===== config.mk =====
export PLATFORM = sky130hd
export DESIGN_NAME = mem_port_arbiter_flat
export DESIGN_NICKNAME = d
export VERILOG_FILES = /design/src/rtl/mem_port_arbiter_pkg.sv /design/src/rtl/mem_port_arbiter_if.sv /design/src/rtl/mem_port_arbiter_timer.sv /design/src/rtl/mem_port_arbiter.sv /design/src/flat_wrapper.sv
export SDC_FILE = /design/constraint.sdc
export NUM_CORES = 1
export LEC_CHECK = 0
export ABC_AREA = 1
export BUFFER_PORTS_ARGS = -buffer_cell sky130_fd_sc_hd__buf_4
export CORE_ASPECT_RATIO = 1.75
export CORE_UTILIZATION = 49
export DETAILED_ROUTE_END_ITERATION = 6
export HOLD_SLACK_MARGIN = 0.12
export PLACE_DENSITY_LB_ADDON = 0.25
export SYNTH_ARGS = -nofsm -noshare
export SYNTH_HDL_FRONTEND = slang
export SYNTH_SLANG_ARGS = --single-unit

===== constraint.sdc =====
create_clock -name clk -period 2.39 [get_ports clk]
set_input_delay 0.1195 -clock clk [delete_from_list [all_inputs] [get_ports clk]]
set_output_delay 0.1195 -clock clk [all_outputs]
set_load 0.02 [all_outputs]

===== src/rtl/mem_port_arbiter_pkg.sv =====
// Shared types for the unified memory port arbiter.
// State encoding and default widths live here.
package mem_port_arbiter_pkg;

  localparam int MA_ADDR_W  = 16;
  localparam int MA_DATA_W  = 16;
  localparam int MA_TIMEOUT = 255;

  typedef enum logic [2:0] {
    MA_IDLE   = 3'd0,
    MA_BUSY_I = 3'd1,
    MA_BUSY_D = 3'd2,
    MA_DONE_I = 3'd3,
    MA_DONE_D = 3'd4
  } ma_state_e;

  function automatic logic ma_is_busy(ma_state_e s);
    return (s == MA_BUSY_I) || (s == MA_BUSY_D);
  endfunction

endpackage


===== src/rtl/mem_port_arbiter_if.sv =====
// Fetch, data, memory and status signals of the arbiter.
// slave = arbiter view, master = pipeline/memory view.
interface mem_port_arbiter_if
  import mem_port_arbiter_pkg::*;
#(
  parameter int ADDR_W = MA_ADDR_W,
  parameter int DATA_W = MA_DATA_W
);
  logic              if_req;
  logic [ADDR_W-1:0] if_addr;
  logic [DATA_W-1:0] if_rdata;
  logic              if_ack;
  logic              d_req;
  logic              d_we;
  logic [ADDR_W-1:0] d_addr;
  logic [DATA_W-1:0] d_wdata;
  logic [DATA_W-1:0] d_rdata;
  logic              d_ack;
  logic              mem_req;
  logic              mem_we;
  logic [ADDR_W-1:0] mem_addr;
  logic [DATA_W-1:0] mem_wdata;
  logic [DATA_W-1:0] mem_rdata;
  logic              mem_ack;
  logic              stall_f;
  logic              stall_m;
  logic              busy;
  logic              timeout_err;

  modport slave (
    input  if_req, if_addr,
    input  d_req, d_we, d_addr, d_wdata,
    input  mem_rdata, mem_ack,
    output if_rdata, if_ack,
    output d_rdata, d_ack,
    output mem_req, mem_we, mem_addr, mem_wdata,
    output stall_f, stall_m, busy, timeout_err
  );

  modport master (
    output if_req, if_addr,
    output d_req, d_we, d_addr, d_wdata,
    output mem_rdata, mem_ack,
    input  if_rdata, if_ack,
    input  d_rdata, d_ack,
    input  mem_req, mem_we, mem_addr, mem_wdata,
    input  stall_f, stall_m, busy, timeout_err
  );

endinterface


===== src/rtl/mem_port_arbiter_timer.sv =====
// Wait-cycle counter for a BUSY state; expires on the
// TIMEOUT-th cycle without mem_ack. TIMEOUT=0 never expires.
module mem_arb_timer #(
  parameter int TIMEOUT = 255
) (
  input  logic clk,
  input  logic rst,
  input  logic i_clear,
  input  logic i_en,
  output logic o_expired
);

  localparam int CW   = (TIMEOUT > 1) ? $clog2(TIMEOUT) : 1;
  localparam int LSTI = (TIMEOUT > 0) ? TIMEOUT - 1 : 0;
  localparam logic [CW-1:0] LAST = CW'(LSTI);

  logic [CW-1:0] r_cnt;

  always_ff @(posedge clk or posedge rst) begin
    if (rst) begin
      r_cnt <= '0;
    end else if (i_clear) begin
      r_cnt <= '0;
    end else if (i_en) begin
      r_cnt <= r_cnt + 1'b1;
    end
  end

  assign o_expired = (TIMEOUT > 0) && i_en && (r_cnt == LAST);

endmodule


===== src/rtl/mem_port_arbiter.sv =====
// Single-port memory arbiter between fetch and data access.
// One transaction at a time; data wins unless fetch is boosted.
module mem_port_arbiter
  import mem_port_arbiter_pkg::*;
#(
  parameter int ADDR_W  = MA_ADDR_W,
  parameter int DATA_W  = MA_DATA_W,
  parameter int TIMEOUT = MA_TIMEOUT
) (
  input logic                clk,
  input logic                rst,
  mem_port_arbiter_if.slave  bus
);

  ma_state_e r_state;
  ma_state_e w_next;

  logic              r_mem_we;
  logic [ADDR_W-1:0] r_mem_addr;
  logic [DATA_W-1:0] r_mem_wdata;
  logic [DATA_W-1:0] r_if_rdata;
  logic [DATA_W-1:0] r_d_rdata;
  logic              r_timeout_err;
  logic              r_f_boost;

  logic w_idle;
  logic w_busy;
  logic w_grant_d;
  logic w_grant_i;
  logic w_expired;
  logic w_fin;

  assign w_idle = (r_state == MA_IDLE);
  assign w_busy = ma_is_busy(r_state);
  assign w_fin  = bus.mem_ack | w_expired;

  // A boosted fetch beats a pending data request exactly once
  assign w_grant_d = w_idle & bus.d_req
                   & ~(bus.if_req & r_f_boost);
  assign w_grant_i = w_idle & ~w_grant_d & bus.if_req;

  mem_arb_timer #(
    .TIMEOUT (TIMEOUT)
  ) u_timer (
    .clk       (clk),
    .rst       (rst),
    .i_clear   (w_idle),
    .i_en      (w_busy & ~bus.mem_ack),
    .o_expired (w_expired)
  );

  always_ff @(posedge clk or posedge rst) begin
    if (rst) begin
      r_state <= MA_IDLE;
    end else begin
      r_state <= w_next;
    end
  end

  always_comb begin
    w_next = r_state;
    unique case (r_state)
      MA_IDLE: begin
        if (w_grant_d) begin
          w_next = MA_BUSY_D;
        end else if (w_grant_i) begin
          w_next = MA_BUSY_I;
        end
      end
      MA_BUSY_I: if (w_fin) w_next = MA_DONE_I;
      MA_BUSY_D: if (w_fin) w_next = MA_DONE_D;
      MA_DONE_I: w_next = MA_IDLE;
      MA_DONE_D: w_next = MA_IDLE;
      default:   w_next = MA_IDLE;
    endcase
  end

  always_ff @(posedge clk or posedge rst) begin
    if (rst) begin
      r_mem_we      <= 1'b0;
      r_mem_addr    <= '0;
      r_mem_wdata   <= '0;
      r_if_rdata    <= '0;
      r_d_rdata     <= '0;
      r_timeout_err <= 1'b0;
      r_f_boost     <= 1'b0;
    end else begin
      if (w_grant_d) begin
        r_mem_we    <= bus.d_we;
        r_mem_addr  <= bus.d_addr;
        r_mem_wdata <= bus.d_wdata;
        r_f_boost   <= bus.if_req;
      end else if (w_grant_i) begin
        r_mem_we    <= 1'b0;
        r_mem_addr  <= bus.if_addr;
        r_mem_wdata <= bus.d_wdata;
        r_f_boost   <= 1'b0;
      end
      if (r_state == MA_BUSY_I && w_fin) begin
        r_if_rdata <= bus.mem_ack ? bus.mem_rdata : '0;
      end
      if (r_state == MA_BUSY_D && w_fin) begin
        r_d_rdata <= bus.mem_ack ? bus.mem_rdata : '0;
      end
      if (w_expired) begin
        r_timeout_err <= 1'b1;
      end
    end
  end

  assign bus.mem_req     = w_busy;
  assign bus.mem_we      = r_mem_we;
  assign bus.mem_addr    = r_mem_addr;
  assign bus.mem_wdata   = r_mem_wdata;
  assign bus.if_rdata    = r_if_rdata;
  assign bus.d_rdata     = r_d_rdata;
  assign bus.if_ack      = (r_state == MA_DONE_I);
  assign bus.d_ack       = (r_state == MA_DONE_D);
  assign bus.stall_f     = bus.if_req & ~bus.if_ack;
  assign bus.stall_m     = bus.d_req & ~bus.d_ack;
  assign bus.busy        = ~w_idle;
  assign bus.timeout_err = r_timeout_err;

endmodule


===== src/flat_wrapper.sv =====
// flat-port wrapper written by rule: the top's interface ports become plain ports
module mem_port_arbiter_flat import mem_port_arbiter_pkg::*;
#(
  parameter int ADDR_W  = MA_ADDR_W,
  parameter int DATA_W  = MA_DATA_W,
  parameter int TIMEOUT = MA_TIMEOUT
)
  (clk, rst, bus_if_req, bus_if_addr, bus_d_req, bus_d_we, bus_d_addr, bus_d_wdata, bus_mem_rdata, bus_mem_ack, bus_if_rdata, bus_if_ack, bus_d_rdata, bus_d_ack, bus_mem_req, bus_mem_we, bus_mem_addr, bus_mem_wdata, bus_stall_f, bus_stall_m, bus_busy, bus_timeout_err);
  mem_port_arbiter_if #(.ADDR_W(ADDR_W), .DATA_W(DATA_W)) bus_i ();
  input logic clk;
  input logic rst;
  input wire logic [$bits(bus_i.if_req)-1:0] bus_if_req;
  input wire logic [$bits(bus_i.if_addr)-1:0] bus_if_addr;
  input wire logic [$bits(bus_i.d_req)-1:0] bus_d_req;
  input wire logic [$bits(bus_i.d_we)-1:0] bus_d_we;
  input wire logic [$bits(bus_i.d_addr)-1:0] bus_d_addr;
  input wire logic [$bits(bus_i.d_wdata)-1:0] bus_d_wdata;
  input wire logic [$bits(bus_i.mem_rdata)-1:0] bus_mem_rdata;
  input wire logic [$bits(bus_i.mem_ack)-1:0] bus_mem_ack;
  output wire logic [$bits(bus_i.if_rdata)-1:0] bus_if_rdata;
  output wire logic [$bits(bus_i.if_ack)-1:0] bus_if_ack;
  output wire logic [$bits(bus_i.d_rdata)-1:0] bus_d_rdata;
  output wire logic [$bits(bus_i.d_ack)-1:0] bus_d_ack;
  output wire logic [$bits(bus_i.mem_req)-1:0] bus_mem_req;
  output wire logic [$bits(bus_i.mem_we)-1:0] bus_mem_we;
  output wire logic [$bits(bus_i.mem_addr)-1:0] bus_mem_addr;
  output wire logic [$bits(bus_i.mem_wdata)-1:0] bus_mem_wdata;
  output wire logic [$bits(bus_i.stall_f)-1:0] bus_stall_f;
  output wire logic [$bits(bus_i.stall_m)-1:0] bus_stall_m;
  output wire logic [$bits(bus_i.busy)-1:0] bus_busy;
  output wire logic [$bits(bus_i.timeout_err)-1:0] bus_timeout_err;
  assign bus_i.if_req = bus_if_req;
  assign bus_i.if_addr = bus_if_addr;
  assign bus_i.d_req = bus_d_req;
  assign bus_i.d_we = bus_d_we;
  assign bus_i.d_addr = bus_d_addr;
  assign bus_i.d_wdata = bus_d_wdata;
  assign bus_i.mem_rdata = bus_mem_rdata;
  assign bus_i.mem_ack = bus_mem_ack;
  assign bus_if_rdata = bus_i.if_rdata;
  assign bus_if_ack = bus_i.if_ack;
  assign bus_d_rdata = bus_i.d_rdata;
  assign bus_d_ack = bus_i.d_ack;
  assign bus_mem_req = bus_i.mem_req;
  assign bus_mem_we = bus_i.mem_we;
  assign bus_mem_addr = bus_i.mem_addr;
  assign bus_mem_wdata = bus_i.mem_wdata;
  assign bus_stall_f = bus_i.stall_f;
  assign bus_stall_m = bus_i.stall_m;
  assign bus_busy = bus_i.busy;
  assign bus_timeout_err = bus_i.timeout_err;
  mem_port_arbiter #(.ADDR_W(ADDR_W), .DATA_W(DATA_W), .TIMEOUT(TIMEOUT)) u_core (.clk(clk), .rst(rst), .bus(bus_i));
endmodule

==> metrics, run 1 <==
reg-to-reg slack, setup roughly 0.21 ns; Routed Antenna Nets 0; clk sinks 78; Synth Flop Type dfrtp_1; Pins Over Slew Limit 0; filler cell count in the final layout between 400 and 500; area delta synth->final 57.0%; GRT Residual Overflow 0; Max clock buf depth 2; Max-slew headroom roughly three fifths; share of the synthesized area in the top cell type 54.5%; P_leak 3.22 nW; WHS Endpoint u_core.bus.mem_addr[1]; initial antenna violation count 0; first-pass GRT wire length between 15000 and 20000 um; vias per inst 4.90; maximum capacitance violations 0; slowest CP cell dlygate4sd3_1; Synth area leader dfrtp_1; R2R cell count 10; status finished, final reports clean; DRT iter0 DRCs between 200 and 250; row count 40; Yosys reg bits just under 80; # DRC 0; CTS tree done; setup TNS 0 ns; PD cells roughly 1200 nW/um2; routed length per placed instance around 14 um; Vert. Die Dim between 100 and 150 um; Syn Area/Cell roughly 7.8 um2; clock skew between 0.008 and 0.009 ns; Reg clk slew, reported paths 0.06 ns; Critical R2R Launch u_core.r_state[1]; vias 3675; Crit. Startpoint u_core.r_state[1]; CP Data Required Time 2.67 ns; EDFF count, synth 0; largest net degree at the start of global routing 35; clk root buf clkbuf_16; worst min path class in -> reg; post-synth cell types 29; Seq/Total Area, Yosys between 50% and 60%; critical path arrival between 2 and 2.5 ns; CP dominant cell by count nand2_1; Clock Latency Late Sink around 0.34 ns; commonest cells after routing, fill and taps aside 266 x nand2_1, 144 x buf_4, 78 x dfrtp_1, 64 x dlygate4sd3_1, 26 x inv_1; fin worst setup slack roughly 0.21 ns; total nets after synthesis 528; most common cell after layout, fill and taps aside nand2_1; routability cong. ~0.86; Mapped Cells between 400 and 500; DRT Wirelength between 10000 and 15000 um; pin slew with the least headroom to its limit around 0.57 ns; Peak VDD IR roughly 840 uV; layout cell share with drive strength beyond 1 28.1%; Worst Setup Start Kind flop; Cell Area, Synth between 3000 and 4000 um2; Die Area roughly 7700 um2; r2r endpoint u_core.bus.mem_addr[14]; crit-path max FO 19; Critical Path, Cell by Cell inv_2 -> nand3_4 -> inv_2 -> nand2_2 -> inv_4 -> nand2_1 -> nand2_1 -> dlygate4sd3_1 -> nand2_1 -> nand2_1; area of the multi-input gates about 1400 um2; Tcrit/Tclk final roughly nine tenths; H-tree depth 3; Num CTS Buffers 9; # setup viols final 0; RSZ-0062 raised after global routing no; main area contributors after synthesis dfrtp_1 55%, nand2_1 28%, inv_1 2.8%, nand2_2 2.3%, nand3_1 1.7%; Total GRT Usage 30.7%; total core area just under 7000 um2; WHS Path Cells 5; I/O Buffers around 140; Post-Place Worst Slack around 0.71 ns; vias in the first global route 3754; async set or reset register ratio after synthesis between 90% and 100%; DP HPWL 6730 um; Diodes inserted 0; CP peak stage delay between 0.5 and 0.6 ns; HP Start bus_if_addr[1]; Syn. warnings 0; crit end category flop; First-pass DRT Iterations 5; Reg area ~2000 um2; Die W 66.6 um; Initial Util approximately half; Nets between 700 and 800; crit path time final roughly 2.2 ns; I/O pins approximately 140; Setup CP Type reg -> reg; endpoints failing hold 0; highest clock rate approximately 0.46 GHz
[stage by stage]
stage / area [um2] / instances / total power [W] / utilization, % / hold slack, ns
floorplan: 3580 / 456 / 0.00413 / - / 0.229
global placement: 4690 / 670 / 0.00533 / 67.4 / 0.198
detailed placement: 4690 / 670 / 0.00543 / 67.4 / 0.203
CTS: 5610 / 750 / 0.00690 / 80.7 / 0.120
global route: 5620 / 750 / 0.00739 / 80.7 / 0.148
finish: 5620 / 750 / 0.00695 / 80.7 / 0.125
[routing by layer]
metal	wire length (um)	vias up	track usage, %
met5	0	-	0
met4	418	0	16.9
met3	706	35	10.4
met2	5680	147	52.9
met1	3990	1711	32.0
li1	-	1782	-
[worst max-delay path: cells and delay by family, from the launching register on]
family	cells	cell delay [ns]
flip-flops	1	0.41
buffers and inverters	4	1.04
AND/OR/NAND/NOR	6	0.68
[power breakdown]
group	internal [W]	switching, W	leakage (nW)
Combinational	0.00133	0.00208	2.09
Sequential	0.00189	0.000355	0.987
Clock	0.000763	0.000529	0.139
Total	0.00399	0.00297	3.22
[state kept, by name, summed over array words and instances, names as in the netlist]
register                count
u_core.bus.d_rdata         16
u_core.bus.if_rdata        16
u_core.bus.mem_addr        16
u_core.bus.mem_wdata       16
u_core.u_timer.r_cnt        8
u_core.r_state              3
u_core.bus.mem_we           1
u_core.bus.timeout_err      1
u_core.r_f_boost            1
[Yosys cell counts (all sizes together) (2+ instances only)]
cell type / n
clkbuf: 5
xor2: 2
inv: 34
nor2: 8
o21ai: 9
nor3: 2
dfrtp: 78
o21bai: 3
clkinv: 2
nand2: 281
nand4: 2
buf: 9
ha: 2
nand3: 14
[repair_timing]
| item | in CTS | in global routing |
|---|---|---|
| endpoints found under the hold margin | 96 | 0 |
| setup buffers | 0 | 0 |
| hold buffers | 64 | 0 |
| gates resized for setup | 0 | 2 |
| setup endpoints to repair | 0 | 3 |
[final cells by class]
type | count | area share (%)
clock buffer | 12 | 4.57
clock inverter | 4 | 0.535
tap | 84 | 1.87
timing repair buffer | 208 | 30.7
inverter | 36 | 2.47
multi-input combinational | 328 | 25.2
sequential | 78 | 34.8
[worst max path at each step]
| stage | depth (start not counted) | end | slack, ns |
|---|---|---|---|
| after global placement | 6 | u_core.bus.d_rdata[5] | 0.79 |
| final | 10 | u_core.bus.mem_addr[14] | 0.21 |
| after floorplan | 1 | u_core.bus.d_rdata[0] | 0.28 |
| after CTS | 10 | u_core.bus.mem_addr[15] | 0.20 |
| after global routing | 10 | u_core.bus.mem_addr[14] | 0.03 |
| after detailed placement | 6 | u_core.bus.d_rdata[8] | 0.71 |
[logic make-up (layout without fill, tap and decap cells)]
logic type	after synthesis	count (layout)	synth area share, %
simple gates	307	307	34.9
flops	78	78	54.5
buf+inv	50	260	5.98
compound gates	16	16	3.11
xor+xnor	3	3	0.734
fa+ha+maj	2	2	0.699
Power figures use the tool's default switching activity.
==> run 2: changes to the inputs <==
--- a/config.mk
+++ b/config.mk
@@ -8,7 +8,8 @@
 export ABC_AREA = 1
 export BUFFER_PORTS_ARGS = -buffer_cell sky130_fd_sc_hd__buf_4
 export CORE_ASPECT_RATIO = 1.75
-export CORE_UTILIZATION = 49
+export CORE_UTILIZATION = 50
+export CTS_BUF_LIST = sky130_fd_sc_hd__clkbuf_2 sky130_fd_sc_hd__clkbuf_4 sky130_fd_sc_hd__clkbuf_8
 export DETAILED_ROUTE_END_ITERATION = 6
 export HOLD_SLACK_MARGIN = 0.12
 export PLACE_DENSITY_LB_ADDON = 0.25
==> metrics, run 2 (synthesis gave the netlist of run 1 again) <==
post-route design area 5580 um2 (was 5620 um2); area delta synth->final 55.8% (was 57.0%); Nets 735 (was 733); r2r endpoint u_core.bus.mem_addr[10] (was u_core.bus.mem_addr[14]); vias 3677 (was 3675); crit end category flop (unchanged); crit path time final 2.24 ns (was 2.18 ns); Die Area 7510 um2 (was 7660 um2); P_leak 3.20 nW (was 3.22 nW); Post-Place Worst Slack 0.749 ns (was 0.709 ns); Total GRT Usage 29.8% (was 30.7%); CP peak stage delay 0.57 ns (was 0.56 ns); Max-slew headroom 60.7% (was 62.0%); crit-path max FO 19 (unchanged); Clock Latency Late Sink 0.35 ns (was 0.34 ns); Num CTS Buffers 9 (unchanged); CTS tree done (unchanged); vias in the first global route 3639 (was 3754); PD cells 1200 nW/um2 (was 1240 nW/um2); I/O Buffers 141 (unchanged); slowest CP cell dlygate4sd3_1 (unchanged); H-tree depth 3 (unchanged); DP HPWL 6580 um (was 6730 um); Routed Antenna Nets 0 (unchanged); commonest cells after routing, fill and taps aside 266 x nand2_1, 142 x buf_4, 78 x dfrtp_1, 67 x dlygate4sd3_1, 26 x inv_1 (was 266 x nand2_1, 144 x buf_4, 78 x dfrtp_1, 64 x dlygate4sd3_1, 26 x inv_1); reg-to-reg slack, setup 0.15 ns (was 0.21 ns); I/O pins 142 (unchanged); first-pass GRT wire length 16800 um (was 17400 um); Initial Util 51.8% (was 51.4%); clock skew 0.0126 ns (was 0.00891 ns); row count 40 (unchanged); DRT iter0 DRCs 199 (was 224); WHS Path Cells 5 (unchanged); First-pass DRT Iterations 4 (was 5); worst min path class in -> reg (unchanged); Tcrit/Tclk final 93.6% (was 91.0%); fin worst setup slack 0.154 ns (was 0.215 ns); filler cell count in the final layout 419 (was 423); most common cell after layout, fill and taps aside nand2_1 (unchanged); status finished, final reports clean (unchanged); Max clock buf depth 2 (unchanged); DRT Wirelength 10700 um (was 10800 um); WHS Endpoint u_core.r_state[1] (was u_core.bus.mem_addr[1]); RSZ-0062 raised after global routing no (unchanged); # DRC 0 (unchanged); Placed Area 4690 um2 (about the same); Vert. Die Dim 114 um (was 115 um); total core area 6910 um2 (was 6960 um2); highest clock rate 0.447 GHz (was 0.460 GHz); GRT Residual Overflow 0 (unchanged); Peak VDD IR 913 uV (was 842 uV); routed length per placed instance 14.2 um (was 14.4 um); setup TNS 0 ns (unchanged); CP dominant cell by count nand2_1 (unchanged); post-CTS setup buffers 0 (unchanged); clk root buf clkbuf_8 (was clkbuf_16); family with the most delay on the worst path buffers and inverters (unchanged); final core utilization 80.7% (about the same); largest net degree at the start of global routing 46 (was 35); Worst Setup Start Kind flop (unchanged); # setup viols final 0 (unchanged); initial antenna violation count 0 (unchanged); clk sinks 78 (unchanged); pin slew with the least headroom to its limit 0.589 ns (was 0.570 ns); endpoints failing hold 0 (unchanged); Reg clk slew, reported paths 0.08 ns (was 0.06 ns); Critical Path, Cell by Cell inv_2 -> nand3_4 -> inv_2 -> nand2_2 -> inv_6 -> nand2_1 -> nand2_1 -> dlygate4sd3_1 -> nand2_1 -> nand2_1 (was inv_2 -> nand3_4 -> inv_2 -> nand2_2 -> inv_4 -> nand2_1 -> nand2_1 -> dlygate4sd3_1 -> nand2_1 -> nand2_1); vias per inst 4.89 (was 4.90); CP Data Required Time 2.68 ns (was 2.67 ns); HP Start bus_d_req (was bus_if_addr[1]); routability cong. 0.988 (was 0.862); Critical R2R Launch u_core.r_state[2] (was u_core.r_state[1]); maximum capacitance violations 0 (unchanged); critical path arrival 2.52 ns (was 2.45 ns); Die W 66.0 um (was 66.6 um); Pins Over Slew Limit 0 (unchanged); Worst Path Buf+Inv 4 (unchanged); R2R cell count 10 (unchanged); layout cell share with drive strength beyond 1 28.0% (was 28.1%); Diodes inserted 0 (unchanged); Setup CP Type reg -> reg (unchanged)
run 2: how the worst max path moves through the flow:
stage / from / endpoint / slack [ns] / cells past startpoint
finish: u_core.r_state[2] / u_core.bus.mem_addr[10] / 0.15 / 10
global route: u_core.r_state[2] / u_core.bus.mem_addr[10] / 0.01 / 10
CTS: u_core.r_state[2] / u_core.bus.mem_addr[1] / 0.19 / 10
detailed placement: u_core.u_timer.r_cnt[0] / u_core.bus.d_rdata[8] / 0.75 / 9
global placement: u_core.r_state[0] / u_core.bus.d_rdata[6] / 0.80 / 6
floorplan: rst / u_core.bus.d_rdata[0] / 0.28 / 1
run 2: timing repair:
item	in CTS	in global routing
hold endpoints to repair	99	0
endpoints found under the setup margin	0	14
hold buffers	67	0
gates resized for setup	0	3
run 2: cell type report:
type / count / area [um2] / area share (%)
sequential: 78 / 1950 / 35.0
multi-input combinational: 328 / 1410 / 25.3
timing repair buffer: 210 / 1760 / 31.5
clock buffer: 13 / 166 / 2.98
tap: 84 / 105 / 1.88
clock inverter: 3 / 42.5 / 0.763
inverter: 36 / 141 / 2.54
run 2: stage by stage:
step	total power, W	std cells	hold WS (ns)
5_1_grt	0.00713	752	0.221
3_3_place_gp	0.00533	669	0.202
6_report	0.00669	752	0.208
2_1_floorplan	0.00413	456	0.229
3_5_place_dp	0.00542	669	0.208
4_1_cts	0.00665	752	0.180
run 2: tightest hold or removal path, stage by stage:
cell and delay, ns:
buf_4 0.09, inv_1 0.05, nand3_1 0.10, nand3_1 0.08, o21ai_0 0.07
run 2: metal layers:
| metal | up-vias | routed length [um] | global-route usage (%) |
|---|---|---|---|
| met5 | - | 0 | 0 |
| met4 | 0 | 274 | 14.8 |
| met3 | 24 | 715 | 7.40 |
| met2 | 163 | 5800 | 51.8 |
| met1 | 1709 | 3860 | 33.1 |
| li1 | 1781 | - | - |
run 2: power by group:
| part | internal [W] | switching (W) | leakage [nW] |
|---|---|---|---|
| logic | 0.00135 | 0.00209 | 2.10 |
| registers | 0.00189 | 0.000352 | 0.987 |
| clock network | 0.000562 | 0.000452 | 0.106 |
| total | 0.00380 | 0.00289 | 3.20 |
